==> src/rtl/hazard_stall_if.sv <==
// Signal bundle between the MIPS pipeline and the hazard/stall controller.
// The master side is the datapath (supplies stage fields); the slave side is the controller.
interface hazard_stall_if #(
    parameter int CNT_W = 32
);
    logic [4:0]       ID_Rs;
    logic [4:0]       ID_Rt;
    logic             ID_UsesRt;
    logic             ID_Branch;
    logic             ID_BranchTaken;
    logic             ID_Jump;
    logic             ID_MulDiv;
    logic             ID_ReadHiLo;
    logic             EX_MemRead;
    logic             EX_RegWrite;
    logic [4:0]       EX_Rd;
    logic             MEM_MemRead;
    logic [4:0]       MEM_Rd;
    logic             PCStall;
    logic             IFIDStall;
    logic             IFIDFlush;
    logic             IDEXBubble;
    logic             MDBusy;
    logic [CNT_W-1:0] StallCycles;

    modport master (
        output ID_Rs, ID_Rt, ID_UsesRt, ID_Branch, ID_BranchTaken, ID_Jump,
               ID_MulDiv, ID_ReadHiLo, EX_MemRead, EX_RegWrite, EX_Rd,
               MEM_MemRead, MEM_Rd,
        input  PCStall, IFIDStall, IFIDFlush, IDEXBubble, MDBusy, StallCycles
    );

    modport slave (
        input  ID_Rs, ID_Rt, ID_UsesRt, ID_Branch, ID_BranchTaken, ID_Jump,
               ID_MulDiv, ID_ReadHiLo, EX_MemRead, EX_RegWrite, EX_Rd,
               MEM_MemRead, MEM_Rd,
        output PCStall, IFIDStall, IFIDFlush, IDEXBubble, MDBusy, StallCycles
    );
endinterface

==> src/rtl/hazard_stall_controller.sv <==
// Load-use / branch-operand / mul-div hazard detection for the 5-stage MIPS pipeline,
// with a mul/div busy sequencer and a saturating stall-cycle counter.
module hazard_stall_controller #(
    parameter int MD_LATENCY = 4,
    parameter int CNT_W      = 32
) (
    input logic          Clk,
    input logic          Reset,
    hazard_stall_if.slave bus
);
    typedef enum logic {RUN, MD_BUSY} state_e;

    localparam logic [3:0] MD_LOAD = 4'(MD_LATENCY - 1);

    state_e           state_q;
    logic [3:0]       md_count_q;
    logic [CNT_W-1:0] cnt_q;
    logic             stall;
    logic             flush;

    function automatic logic src_hit(input logic [4:0] rd, input logic [4:0] rs,
                                     input logic [4:0] rt, input logic uses_rt);
        return (rd != 5'd0) && ((rd == rs) || (uses_rt && (rd == rt)));
    endfunction

    // Hazards are combinational so the stall lands in the same cycle it becomes visible;
    // gating with Reset keeps every output quiet while reset is held.
    always_comb begin
        // NOTE: every combinational output gets a default first so no latch is inferred.
        stall = 1'b0;
        flush = 1'b0;
        if (Reset) begin
            stall = (bus.EX_MemRead &&
                     src_hit(bus.EX_Rd, bus.ID_Rs, bus.ID_Rt, bus.ID_UsesRt))
                 || (bus.ID_Branch && bus.EX_RegWrite && !bus.EX_MemRead &&
                     src_hit(bus.EX_Rd, bus.ID_Rs, bus.ID_Rt, bus.ID_UsesRt))
                 || (bus.ID_Branch && bus.MEM_MemRead &&
                     src_hit(bus.MEM_Rd, bus.ID_Rs, bus.ID_Rt, bus.ID_UsesRt))
                 || ((state_q == MD_BUSY) && (bus.ID_ReadHiLo || bus.ID_MulDiv));
            flush = !stall && ((bus.ID_Branch && bus.ID_BranchTaken) || bus.ID_Jump);
        end
    end

    always_ff @(posedge Clk or negedge Reset) begin
        if (!Reset) begin
            state_q    <= RUN;
            md_count_q <= 4'd0;
        end else begin
            // NOTE: sequential state uses non-blocking assignments so all registers update together.
            case (state_q)
                RUN: begin
                    if (bus.ID_MulDiv && !stall) begin
                        state_q    <= MD_BUSY;
                        md_count_q <= MD_LOAD;
                    end
                end
                MD_BUSY: begin
                    if (md_count_q == 4'd0) state_q <= RUN;
                    else                    md_count_q <= md_count_q - 4'd1;
                end
                default: state_q <= RUN;
            endcase
        end
    end

    always_ff @(posedge Clk or negedge Reset) begin
        if (!Reset)                     cnt_q <= '0;
        else if (stall && cnt_q != '1)  cnt_q <= cnt_q + 1'b1;
    end

    assign bus.PCStall     = stall;
    assign bus.IFIDStall   = stall;
    assign bus.IDEXBubble  = stall;
    assign bus.IFIDFlush   = flush;
    assign bus.MDBusy      = (state_q == MD_BUSY);
    assign bus.StallCycles = cnt_q;
endmodule

==> src/flat_wrapper.sv <==
// flat-port wrapper written by rule: the top's interface ports become plain ports
module hazard_stall_controller_flat 
#(
    parameter int MD_LATENCY = 4,
    parameter int CNT_W      = 32
)
  (Clk, Reset, bus_ID_Rs, bus_ID_Rt, bus_ID_UsesRt, bus_ID_Branch, bus_ID_BranchTaken, bus_ID_Jump, bus_ID_MulDiv, bus_ID_ReadHiLo, bus_EX_MemRead, bus_EX_RegWrite, bus_EX_Rd, bus_MEM_MemRead, bus_MEM_Rd, bus_PCStall, bus_IFIDStall, bus_IFIDFlush, bus_IDEXBubble, bus_MDBusy, bus_StallCycles);
  hazard_stall_if #(.CNT_W(CNT_W)) bus_i ();
  input logic Clk;
  input logic Reset;
  input wire logic [$bits(bus_i.ID_Rs)-1:0] bus_ID_Rs;
  input wire logic [$bits(bus_i.ID_Rt)-1:0] bus_ID_Rt;
  input wire logic [$bits(bus_i.ID_UsesRt)-1:0] bus_ID_UsesRt;
  input wire logic [$bits(bus_i.ID_Branch)-1:0] bus_ID_Branch;
  input wire logic [$bits(bus_i.ID_BranchTaken)-1:0] bus_ID_BranchTaken;
  input wire logic [$bits(bus_i.ID_Jump)-1:0] bus_ID_Jump;
  input wire logic [$bits(bus_i.ID_MulDiv)-1:0] bus_ID_MulDiv;
  input wire logic [$bits(bus_i.ID_ReadHiLo)-1:0] bus_ID_ReadHiLo;
  input wire logic [$bits(bus_i.EX_MemRead)-1:0] bus_EX_MemRead;
  input wire logic [$bits(bus_i.EX_RegWrite)-1:0] bus_EX_RegWrite;
  input wire logic [$bits(bus_i.EX_Rd)-1:0] bus_EX_Rd;
  input wire logic [$bits(bus_i.MEM_MemRead)-1:0] bus_MEM_MemRead;
  input wire logic [$bits(bus_i.MEM_Rd)-1:0] bus_MEM_Rd;
  output wire logic [$bits(bus_i.PCStall)-1:0] bus_PCStall;
  output wire logic [$bits(bus_i.IFIDStall)-1:0] bus_IFIDStall;
  output wire logic [$bits(bus_i.IFIDFlush)-1:0] bus_IFIDFlush;
  output wire logic [$bits(bus_i.IDEXBubble)-1:0] bus_IDEXBubble;
  output wire logic [$bits(bus_i.MDBusy)-1:0] bus_MDBusy;
  output wire logic [$bits(bus_i.StallCycles)-1:0] bus_StallCycles;
  assign bus_i.ID_Rs = bus_ID_Rs;
  assign bus_i.ID_Rt = bus_ID_Rt;
  assign bus_i.ID_UsesRt = bus_ID_UsesRt;
  assign bus_i.ID_Branch = bus_ID_Branch;
  assign bus_i.ID_BranchTaken = bus_ID_BranchTaken;
  assign bus_i.ID_Jump = bus_ID_Jump;
  assign bus_i.ID_MulDiv = bus_ID_MulDiv;
  assign bus_i.ID_ReadHiLo = bus_ID_ReadHiLo;
  assign bus_i.EX_MemRead = bus_EX_MemRead;
  assign bus_i.EX_RegWrite = bus_EX_RegWrite;
  assign bus_i.EX_Rd = bus_EX_Rd;
  assign bus_i.MEM_MemRead = bus_MEM_MemRead;
  assign bus_i.MEM_Rd = bus_MEM_Rd;
  assign bus_PCStall = bus_i.PCStall;
  assign bus_IFIDStall = bus_i.IFIDStall;
  assign bus_IFIDFlush = bus_i.IFIDFlush;
  assign bus_IDEXBubble = bus_i.IDEXBubble;
  assign bus_MDBusy = bus_i.MDBusy;
  assign bus_StallCycles = bus_i.StallCycles;
  hazard_stall_controller #(.MD_LATENCY(MD_LATENCY), .CNT_W(CNT_W)) u_core (.Clk(Clk), .Reset(Reset), .bus(bus_i));
endmodule
==> config.mk <==
export PLATFORM = sky130hd
export DESIGN_NAME = hazard_stall_controller_flat
export DESIGN_NICKNAME = d
export VERILOG_FILES = /design/src/rtl/hazard_stall_if.sv /design/src/rtl/hazard_stall_controller.sv /design/src/flat_wrapper.sv
export SDC_FILE = /design/constraint.sdc
export NUM_CORES = 1
export LEC_CHECK = 0
export ABC_CLOCK_PERIOD_IN_PS = 4900
export CAP_MARGIN = 0
export CELL_PAD_IN_SITES_DETAIL_PLACEMENT = 0
export CELL_PAD_IN_SITES_GLOBAL_PLACEMENT = 2
export CORE_UTILIZATION = 31
export CTS_CLUSTER_DIAMETER = 40
export DETAILED_ROUTE_END_ITERATION = 12
export PLACE_DENSITY_LB_ADDON = 0.1
export SLEW_MARGIN = 20
export SYNTH_ARGS = -nofsm -noshare
export SYNTH_HDL_FRONTEND = slang
export SYNTH_SLANG_ARGS = --single-unit
==> constraint.sdc <==
create_clock -name Clk -period 4.9 [get_ports Clk]
set_input_delay 0.49 -clock Clk [delete_from_list [all_inputs] [get_ports Clk]]
set_output_delay 0.49 -clock Clk [all_outputs]
set_load 0.05 [all_outputs]
==> reports/metrics.yaml, run 1 <==
final_layout:
  num_antenna_cells: 0
  drive_gt1_frac: 0.0590
  fin_area_mm2: 0.00319
  finalNetCount: 337
  fillers: 735
  layout_common_cells: "clkdlybuf4s50_1 (66), dfrtp_1 (37), xor2_1 (29)"
  utilization: 0.442
  area_growth_syn_to_layout_pct: 37.9
  layout.cells.most_common: "clkdlybuf4s50_1"
global_routing:
  overflow: 0
  grt_pass1_vias: 1811
  grt_pass1_wl_um: 9040
  grt_max_degree: 60
  antenna_found_initial: 0
  grt_usage: 0.149
logic_synthesis:
  ys.flop_type: "dfrtp_1"
  synth_top_area_frac: 0.401
  syn_nets: 271
  synthSimpleGateAreaFrac: 0.281
  synth_area_leader_cell: "dfrtp_1"
  synth_compound_area_frac: 0.0666
  ys_ff_latch: 37
  yosys-top-cells-area: "dfrtp_1 (40%), xor2_1 (11%), xnor2_1 (8.7%)"
  syn_inst: 238
  yosysUniqueCellTypes: 40
  ys_seq_area_frac: 0.401
  synth-xor-area-share: 0.197
  yosysWarnings: 0
  synth_edf_count: 0
  synthAdderAreaFrac: 0.0108
  syn-cell-area_mm2: 0.00231
  avgSynthCellArea_um2: 9.70
  synth_mux_area_frac: 0.00488
  synth_top_family_by_area: "simple AND/OR/NAND/NOR gates"
  async_flop_share: 1.00
critical_path:
  path_buf_inv: 2
  arrival_ns: 3.04
  critPathRequiredTime_ns: 4.41
  cpPeakStageDelay_ns: 0.83
  crit_path_end_kind: "output port"
  path_common_cell: "clkdlybuf4s50_1"
  worst_setup_path_start_kind: "input pin"
  path_class: "input pin to output port"
  cp_max_fo: 3
  path_cells: "clkdlybuf4s50_1 > or3_1 > o311a_4 > a221oi_4 > nor3b_1 > clkdlybuf4s50_1"
  worst_path_max_delay_cell: "clkdlybuf4s50_1"
  crit_family: "buffers and inverters"
sta:
  rsz0062_at_grt: "no"
  setup_viol: 0
  worst_slew_pin_slew_ns: 0.663
  relSlewSlack: 0.555
  post-route-period-util: 0.720
  fmax_mhz: 283
  setup_tns_ns: 0
  drv_slew: 0
  fin_crit_ns: 3.53
  skew_ns: 0.00990
  hold_viol: 0
detailed_routing:
  via_count: 1943
  wl_um: 5660
  dr.pass1.iters: 7
  viasPerCell: 4.81
  met3_length_um: 239
  ant_nets: 0
  drc: 2
  wl_met2_um: 2710
  top_layer_used: "met4"
  drtIter0Drc: 68
  post_drt_wl_per_cell_um: 14.0
  wl_met1_um: 2670
clock_tree:
  cts_tree: "yes"
  clk_pin_slew_ns: 0.08
  cts_inserted_buffers: 5
  cts_num_sinks: 37
  ctsResizeCount: 0
  clk_latency_ns: 0.29
  clockRootBuffer: "clkbuf_8"
  htree_levels: 2
  cts_hold_repair.buffers: 0
  cts_setup_buffers: 0
  clockBufferDepth: 2
pwr:
  powerDensity_mw_per_mm2: 366
  pwr-share-seq: 0.350
  fin_total_pwr_mw: 1.16
  power_frac_comb: 0.370
  power.leakage_nw: 1.38
  p_int_uw: 725
  ir_drop_v: 0.000329
  pwr-share-clk: 0.279
  swShare: 0.377
  p_switching_uw: 440
floorplanning:
  die_x_um: 88.3
  core.rowCount: 31
  dieHeight_um: 88.3
  core-area_mm2: 0.00721
  pin_count: 68
  start_util: 0.320
  die_area_mm2: 0.00780
hold_path:
  worstHoldPathType: "input pin to asynchronous set/reset pin"
flow_run:
  max_cap_violations: 0
placement:
  port_buffers: 67
  place_congestion: 0.775
  placed_cell_area_mm2: 0.00305
  dp_hpwl_um: 4080
status:
  violations: "design-rule violations"
  status: "finished with violations"
cell families after synthesis:
group | count (synthesis)
flip-flops | 37
buffers and inverters | 15
multiplexers | 1
XOR/XNOR | 52
adder cells (fa/ha/maj) | 2
AND/OR/NAND/NOR | 112
AO/OA/AOI/OAI | 19
power by group through the flow:
stage	logic (mW)	clock network, mW	registers, mW
2_1_floorplan	0.221	0	0.495
3_3_place_gp	0.433	0	0.416
3_5_place_dp	0.434	0	0.413
4_1_cts	0.435	0.335	0.409
5_1_grt	0.460	0.344	0.418
6_report	0.431	0.325	0.408
final timing paths:
| check | start | to | slack [ns] | depth (start not counted) |
|---|---|---|---|---|
| max reg2reg | u_core.bus.StallCycles[0] | u_core.bus.StallCycles[1] | 2.43 | 7 |
| min in group Clk | u_core.bus.StallCycles[6] | u_core.bus.StallCycles[6] | 0.49 | 1 |
| min reg2reg | u_core.bus.StallCycles[6] | u_core.bus.StallCycles[6] | 0.49 | 1 |
| max | bus_MEM_Rd[1] | bus_IFIDFlush | 1.37 | 6 |
| max in group asynchronous | Reset | u_core.bus.StallCycles[14] | 4.12 | 2 |
| min | Reset | u_core.bus.StallCycles[27] | 0.33 | 2 |
area by class of cell:
type / count / area (um2) / area share
Clock buffer: 5 / 68.8 / 0.0216
Timing Repair Buffer: 70 / 688 / 0.216
Clock inverter: 3 / 68.8 / 0.0216
Multi-Input combinational cell: 186 / 1290 / 0.407
Sequential cell: 37 / 926 / 0.291
Inverter: 4 / 15.0 / 0.00471
Tap cell: 99 / 124 / 0.0389
synth_stat cells, types with 2 or more instances:
cell type,n
or3_1,4
nand3_1,15
o21a_1,2
clkbuf_1,4
a21oi_1,3
nand2b_1,2
o21ai_0,4
nand4_1,10
nor4b_1,2
nor3_1,11
and3_1,7
a31oi_1,2
o22ai_1,2
nand2_1,20
and4_1,3
nor3b_1,2
and2_1,6
a22oi_1,2
buf_6,3
buf_2,2
inv_1,4
or4_1,3
buf_4,2
nor4_1,13
dfrtp_1,37
nor2_1,8
ha_1,2
xnor2_1,23
xor2_1,29
flip-flops by register name, indices dropped and copies added (netlist names):
name	cells
u_core.bus.MDBusy	1
u_core.md_count_q	4
u_core.bus.StallCycles	32
per-stage QoR:
stage               instances  setup WS, ns  hold WS (ns)
floorplan                 238          1.50         0.194
global placement          396          1.37         0.476
detailed placement        396          1.38         0.476
CTS                       404          1.36         0.355
global route              404          1.29         0.391
finish                    404          1.37         0.325
layer usage:
metal	vias up	GRT usage
met5	-	0
met3	5	0.0308
met4	0	0.0308
met2	33	0.243
li1	981	-
met1	924	0.205
Power figures use the tool's default switching activity.
==> run 2: changes to the inputs <==
--- a/config.mk
+++ b/config.mk
@@ -5,11 +5,11 @@
 export SDC_FILE = /design/constraint.sdc
 export NUM_CORES = 1
 export LEC_CHECK = 0
-export ABC_CLOCK_PERIOD_IN_PS = 4900
+export ABC_CLOCK_PERIOD_IN_PS = 3250
 export CAP_MARGIN = 0
 export CELL_PAD_IN_SITES_DETAIL_PLACEMENT = 0
 export CELL_PAD_IN_SITES_GLOBAL_PLACEMENT = 2
-export CORE_UTILIZATION = 31
+export CORE_UTILIZATION = 28
 export CTS_CLUSTER_DIAMETER = 40
 export DETAILED_ROUTE_END_ITERATION = 12
 export PLACE_DENSITY_LB_ADDON = 0.1
==> constraint.sdc (replaced) <==
create_clock -name Clk -period 3.25 [get_ports Clk]
set_input_delay 0.325 -clock Clk [delete_from_list [all_inputs] [get_ports Clk]]
set_output_delay 0.325 -clock Clk [all_outputs]
set_load 0.05 [all_outputs]
==> run 2 against run 1 <==
Effect of this change:
- the flow now finishes without violations
- register-to-register slack worse by 1.5 ns
- design area down 0.24%
- clock power up 30%
- utilization down 3.7 points
- critical endpoint is now bus_IFIDStall
- global-route usage down 0.26 points
- first-iteration DRC count up 10%
- highest routed layer unchanged
- worst setup slack worse by 0.95 ns
- combinational power up 52%
- cell count up 0.99%
==> reports/metrics.yaml, run 2 (synthesized netlist as in run 1, its figures left out) <==
pwr:
  ir_drop_v: 0.000408
  p_int_mw: 1.04
  swShare: 0.388
  pwr-share-seq: 0.365
  fin_total_pwr_mw: 1.70
  power.leakage_nw: 1.39
  power_frac_comb: 0.385
  pwr-share-clk: 0.250
  powerDensity_mw_per_mm2: 534
  p_switching_uw: 659
sta:
  post-route-period-util: 0.871
  relSlewSlack: 0.653
  worst_slew_pin_slew_ns: 0.516
  rsz0062_at_grt: "no"
  skew_ns: 0.00750
  hold_viol: 0
  fmax_mhz: 353
  setup_viol: 0
  fin_ws_ns: 0.419
  setup_tns_ns: 0
  drv_slew: 0
  fin_crit_ns: 2.83
clock_tree:
  clockBufferDepth: 2
  clockRootBuffer: "clkbuf_8"
  cts_tree: "yes"
  cts_setup_buffers: 0
  cts_inserted_buffers: 5
  htree_levels: 2
  cts_num_sinks: 37
  clk_latency_ns: 0.29
  ctsResizeCount: 0
  clk_pin_slew_ns: 0.08
  cts_hold_repair.buffers: 0
floorplanning:
  die_area_mm2: 0.00862
  dieHeight_um: 92.8
  core-area_mm2: 0.00785
  pin_count: 68
  start_util: 0.294
  core.rowCount: 32
  die_x_um: 92.8
global_routing:
  grt_usage: 0.147
  antenna_found_initial: 0
  grt_pass1_wl_um: 10000
  overflow: 0
  grt_pass1_vias: 1970
  grt_max_degree: 35
final_layout:
  num_antenna_cells: 0
  area_growth_syn_to_layout_pct: 37.6
  finalNetCount: 338
  layout.cells.most_common: "clkdlybuf4s50_1"
  largest_reg_flops: 32
  layout_common_cells: "clkdlybuf4s50_1 (62), dfrtp_1 (37), xor2_1 (29)"
  drive_gt1_frac: 0.0719
critical_path:
  critPathRequiredTime_ns: 2.92
  cp_max_fo: 32
  worst_setup_path_start_kind: "input pin"
  arrival_ns: 2.51
  r2r_cells: 7
  crit_path_end_kind: "output port"
  r2r_start: "u_core.bus.StallCycles[0]"
  r2r_setup_slack_ns: 0.95
  path_class: "input pin to output port"
  regToRegEndpoint: "u_core.bus.StallCycles[30]"
detailed_routing:
  dr.pass1.iters: 4
  ant_nets: 0
  viasPerCell: 4.78
  drc: 0
  wl_um: 5830
  via_count: 1950
  drtIter0Drc: 75
  post_drt_wl_per_cell_um: 14.3
flow_run:
  max_cap_violations: 0
hold_path:
  worstHoldPathType: "input pin to asynchronous set/reset pin"
placement:
  dp_slack_ns: 0.402
  port_buffers: 67
  dp_hpwl_um: 4280
  place_congestion: 0.728
status:
  status: "completed"
## run 2: worst max path at each step
stage,from,end,cells after the start,slack [ns]
2_1_floorplan,bus_MEM_Rd[1],bus_IFIDFlush,5,0.18
3_3_place_gp,bus_MEM_Rd[1],bus_IFIDStall,7,0.42
3_5_place_dp,bus_MEM_Rd[1],bus_IFIDStall,7,0.40
4_1_cts,bus_MEM_Rd[1],bus_IFIDStall,7,0.39
5_1_grt,bus_MEM_Rd[1],bus_IFIDStall,7,0.30
6_report,bus_MEM_Rd[1],bus_IFIDStall,7,0.42
## run 2: final cells by class
class,count,area (um2)
Multi-Input combinational cell,186,1290
Fill cell,814,4670
Clock inverter,1,30.0
Inverter,4,15.0
Tap cell,102,128
Timing Repair Buffer,71,698
Sequential cell,37,926
Clock buffer,7,86.3
## run 2: layer usage
| layer | share of wire | global-route usage |
|---|---|---|
| met5 | 0 | 0 |
| met1 | 0.50 | 0.216 |
| met4 | 0.0058 | 0.0423 |
| met3 | 0.049 | 0.0312 |
| met2 | 0.44 | 0.213 |
## run 2: per-stage QoR
| stage | util | std cells | hold slack (ns) | instance area (um2) |
|---|---|---|---|---|
| after floorplan | - | 238 | 0.0294 | 2310 |
| after global placement | 0.390 | 400 | 0.362 | 3060 |
| after detailed placement | 0.390 | 400 | 0.348 | 3060 |
| after CTS | 0.405 | 408 | 0.0286 | 3180 |
| after global routing | 0.405 | 408 | 0.0585 | 3180 |
| final | 0.405 | 408 | 0.0304 | 3180 |
## run 2: worst max-delay path, cell delays in order
cell and delay (ns):
clkdlybuf4s50_1 0.46, or3_1 0.43, o311a_4 0.34, a221oi_4 0.25
buf_4 0.36, nor2_1 0.12, buf_4 0.22
## run 2: power by group through the flow
stage	Sequential, mW	Combinational, mW	Clock (mW)
floorplan	0.747	0.333	0
global placement	0.632	0.655	0
detailed placement	0.625	0.657	0
CTS	0.621	0.661	0.435
global route	0.637	0.704	0.459
finish	0.619	0.654	0.423
==> run 3: changes to the inputs <==
--- a/config.mk
+++ b/config.mk
@@ -9,9 +9,12 @@
 export CAP_MARGIN = 0
 export CELL_PAD_IN_SITES_DETAIL_PLACEMENT = 0
 export CELL_PAD_IN_SITES_GLOBAL_PLACEMENT = 2
+export CORE_MARGIN = 4
 export CORE_UTILIZATION = 28
 export CTS_CLUSTER_DIAMETER = 40
 export DETAILED_ROUTE_END_ITERATION = 12
+export GPL_ROUTABILITY_DRIVEN = 0
+export HOLD_SLACK_MARGIN = 0.1
 export PLACE_DENSITY_LB_ADDON = 0.1
 export SLEW_MARGIN = 20
 export SYNTH_ARGS = -nofsm -noshare
==> run 3 against run 2 <==
Effect of this change:
- wire length up 3.4%
- cell count did not move
- critical path depth did not move
- via count decreased by 2.0%
- maximum frequency increased by 0.45%
- first-iteration DRC count is 11% lower
- non-clock buffer count unchanged
- die area is 13% higher
- clock power about the same
- hold slack better by 0.45 ns
- largest cell class unchanged
==> reports/metrics.yaml, run 3 (synthesized netlist as in run 1, its figures left out) <==
global_routing:
  met1_usage: 0.188
  busiest_layer: "met1"
  grt_pass1_wl_um: 9920
  grt_max_degree: 60
  grt_pass1_vias: 1945
  antenna_found_initial: 0
  overflow: 0
  grt_use_met2: 0.183
  gr-usage-met3: 0.0276
  grt_usage: 0.125
floorplanning:
  die_x_um: 98.8
  dieHeight_um: 98.8
  die_area_mm2: 0.00977
  core-area_mm2: 0.00789
  start_util: 0.293
  core.rowCount: 32
  pin_count: 68
critical_path:
  path_cells: "clkdlybuf4s50_1 > or3_1 > o311a_4 > a221oi_4 > buf_4 > nor2_1 > buf_4"
  crit_path_end_kind: "output port"
  cpPeakStageDelay_ns: 0.46
  cp_max_fo: 32
  critPathLaunch: "bus_MEM_Rd[1]"
  path_buf_inv: 3
  r2r_setup_slack_ns: 0.89
  path_common_cell: "buf_4"
  arrival_ns: 2.49
  r2r_start: "u_core.bus.StallCycles[0]"
  worst_path_max_delay_cell: "clkdlybuf4s50_1"
  critPathRequiredTime_ns: 2.92
  path_class: "input pin to output port"
  worst_setup_path_start_kind: "input pin"
  crit_family: "buffers and inverters"
clock_tree:
  cts_hold_repair.buffers: 1
  ctsResizeCount: 0
  htree_levels: 2
  cts_inserted_buffers: 5
  cts_tree: "yes"
  clk_pin_slew_ns: 0.07
  cts_setup_buffers: 0
  clockRootBuffer: "clkbuf_8"
  cts_num_sinks: 37
  clk_latency_ns: 0.29
  clockBufferDepth: 2
pwr:
  powerDensity_mw_per_mm2: 531
  fin_total_pwr_mw: 1.70
  power.leakage_nw: 1.39
  ir_drop_v: 0.000375
placement:
  placed_cell_area_mm2: 0.00307
  placed_cells: 399
  dp_hpwl_um: 4420
  port_buffers: 67
  dp_slack_ns: 0.407
sta:
  setup_tns_ns: 0
  fmax_mhz: 355
  relSlewSlack: 0.640
  post-route-period-util: 0.867
  rsz0062_at_grt: "no"
  fin_ws_ns: 0.432
  hold_viol: 0
  fin_crit_ns: 2.82
  skew_ns: 0.00869
  setup_viol: 0
  worst_slew_pin_slew_ns: 0.536
  hold_ws_ns: 0.481
  drv_slew: 0
detailed_routing:
  via_count: 1911
  dr.pass1.iters: 4
  wl_um: 6030
  drtIter0Drc: 67
  post_drt_wl_per_cell_um: 14.8
  ant_nets: 0
  drc: 0
  viasPerCell: 4.68
final_layout:
  stdcell_count: 408
  fillers: 790
  fin_area_mm2: 0.00320
  layout.cells.most_common: "clkdlybuf4s50_1"
  num_antenna_cells: 0
  finalNetCount: 338
  layout_common_cells: "clkdlybuf4s50_1 (62), dfrtp_1 (37), xor2_1 (29)"
  area_growth_syn_to_layout_pct: 38.4
  utilization: 0.405
  largest_reg_flops: 32
  drive_gt1_frac: 0.0719
flow_run:
  max_cap_violations: 0
hold_path:
  worstHoldPathType: "register to register"
  hp-start: "u_core.bus.StallCycles[23]"
status:
  status: "completed"
run 3: cell types whose count changed in the layout (fill, tap and decap cells not counted), sizes merged:
cell / before / now
clkinvlp: 0 / 1
buf: 9 / 8
clkbuf: 7 / 6
dlygate4sd3: 0 / 1
run 3: worst register-to-register path, delay by kind of cell, from the launching register on:
kind,cells,cell delay [ns]
AND/OR/NAND/NOR,5,1.51
flip-flops,1,0.42
adder cells (fa/ha/maj),1,0.19
XOR/XNOR,1,0.17
run 3: area by class of cell:
| class | count | area, um2 | area share |
|---|---|---|---|
| Clock buffer | 6 | 82.6 | 0.0258 |
| Inverter | 4 | 15.0 | 0.00470 |
| Tap cell | 102 | 128 | 0.0399 |
| Sequential cell | 37 | 926 | 0.290 |
| Clock inverter | 2 | 37.5 | 0.0117 |
| Timing Repair Buffer | 71 | 713 | 0.223 |
| Multi-Input combinational cell | 186 | 1290 | 0.405 |
run 3: metal layers:
layer	wire, um	vias to the layer above
met1	3080	884
met4	25	0
met5	0	-
met2	2700	36
li1	-	989
met3	222	2
run 3: path summary, 6_finish.rpt:
check	endpoint	cells past startpoint
setup / recovery	bus_PCStall	7
hold / removal	u_core.bus.StallCycles[23]	1
setup reg to reg	u_core.bus.StallCycles[30]	7
hold reg to reg	u_core.bus.StallCycles[23]	1
max in group asynchronous	u_core.md_count_q[1]	3
min in group asynchronous	u_core.bus.StallCycles[22]	3
run 3: where the power goes:
part,internal (mW),switching (mW),total [mW]
combinational,0.261,0.393,0.655
sequential,0.526,0.0943,0.621
clock,0.250,0.174,0.424
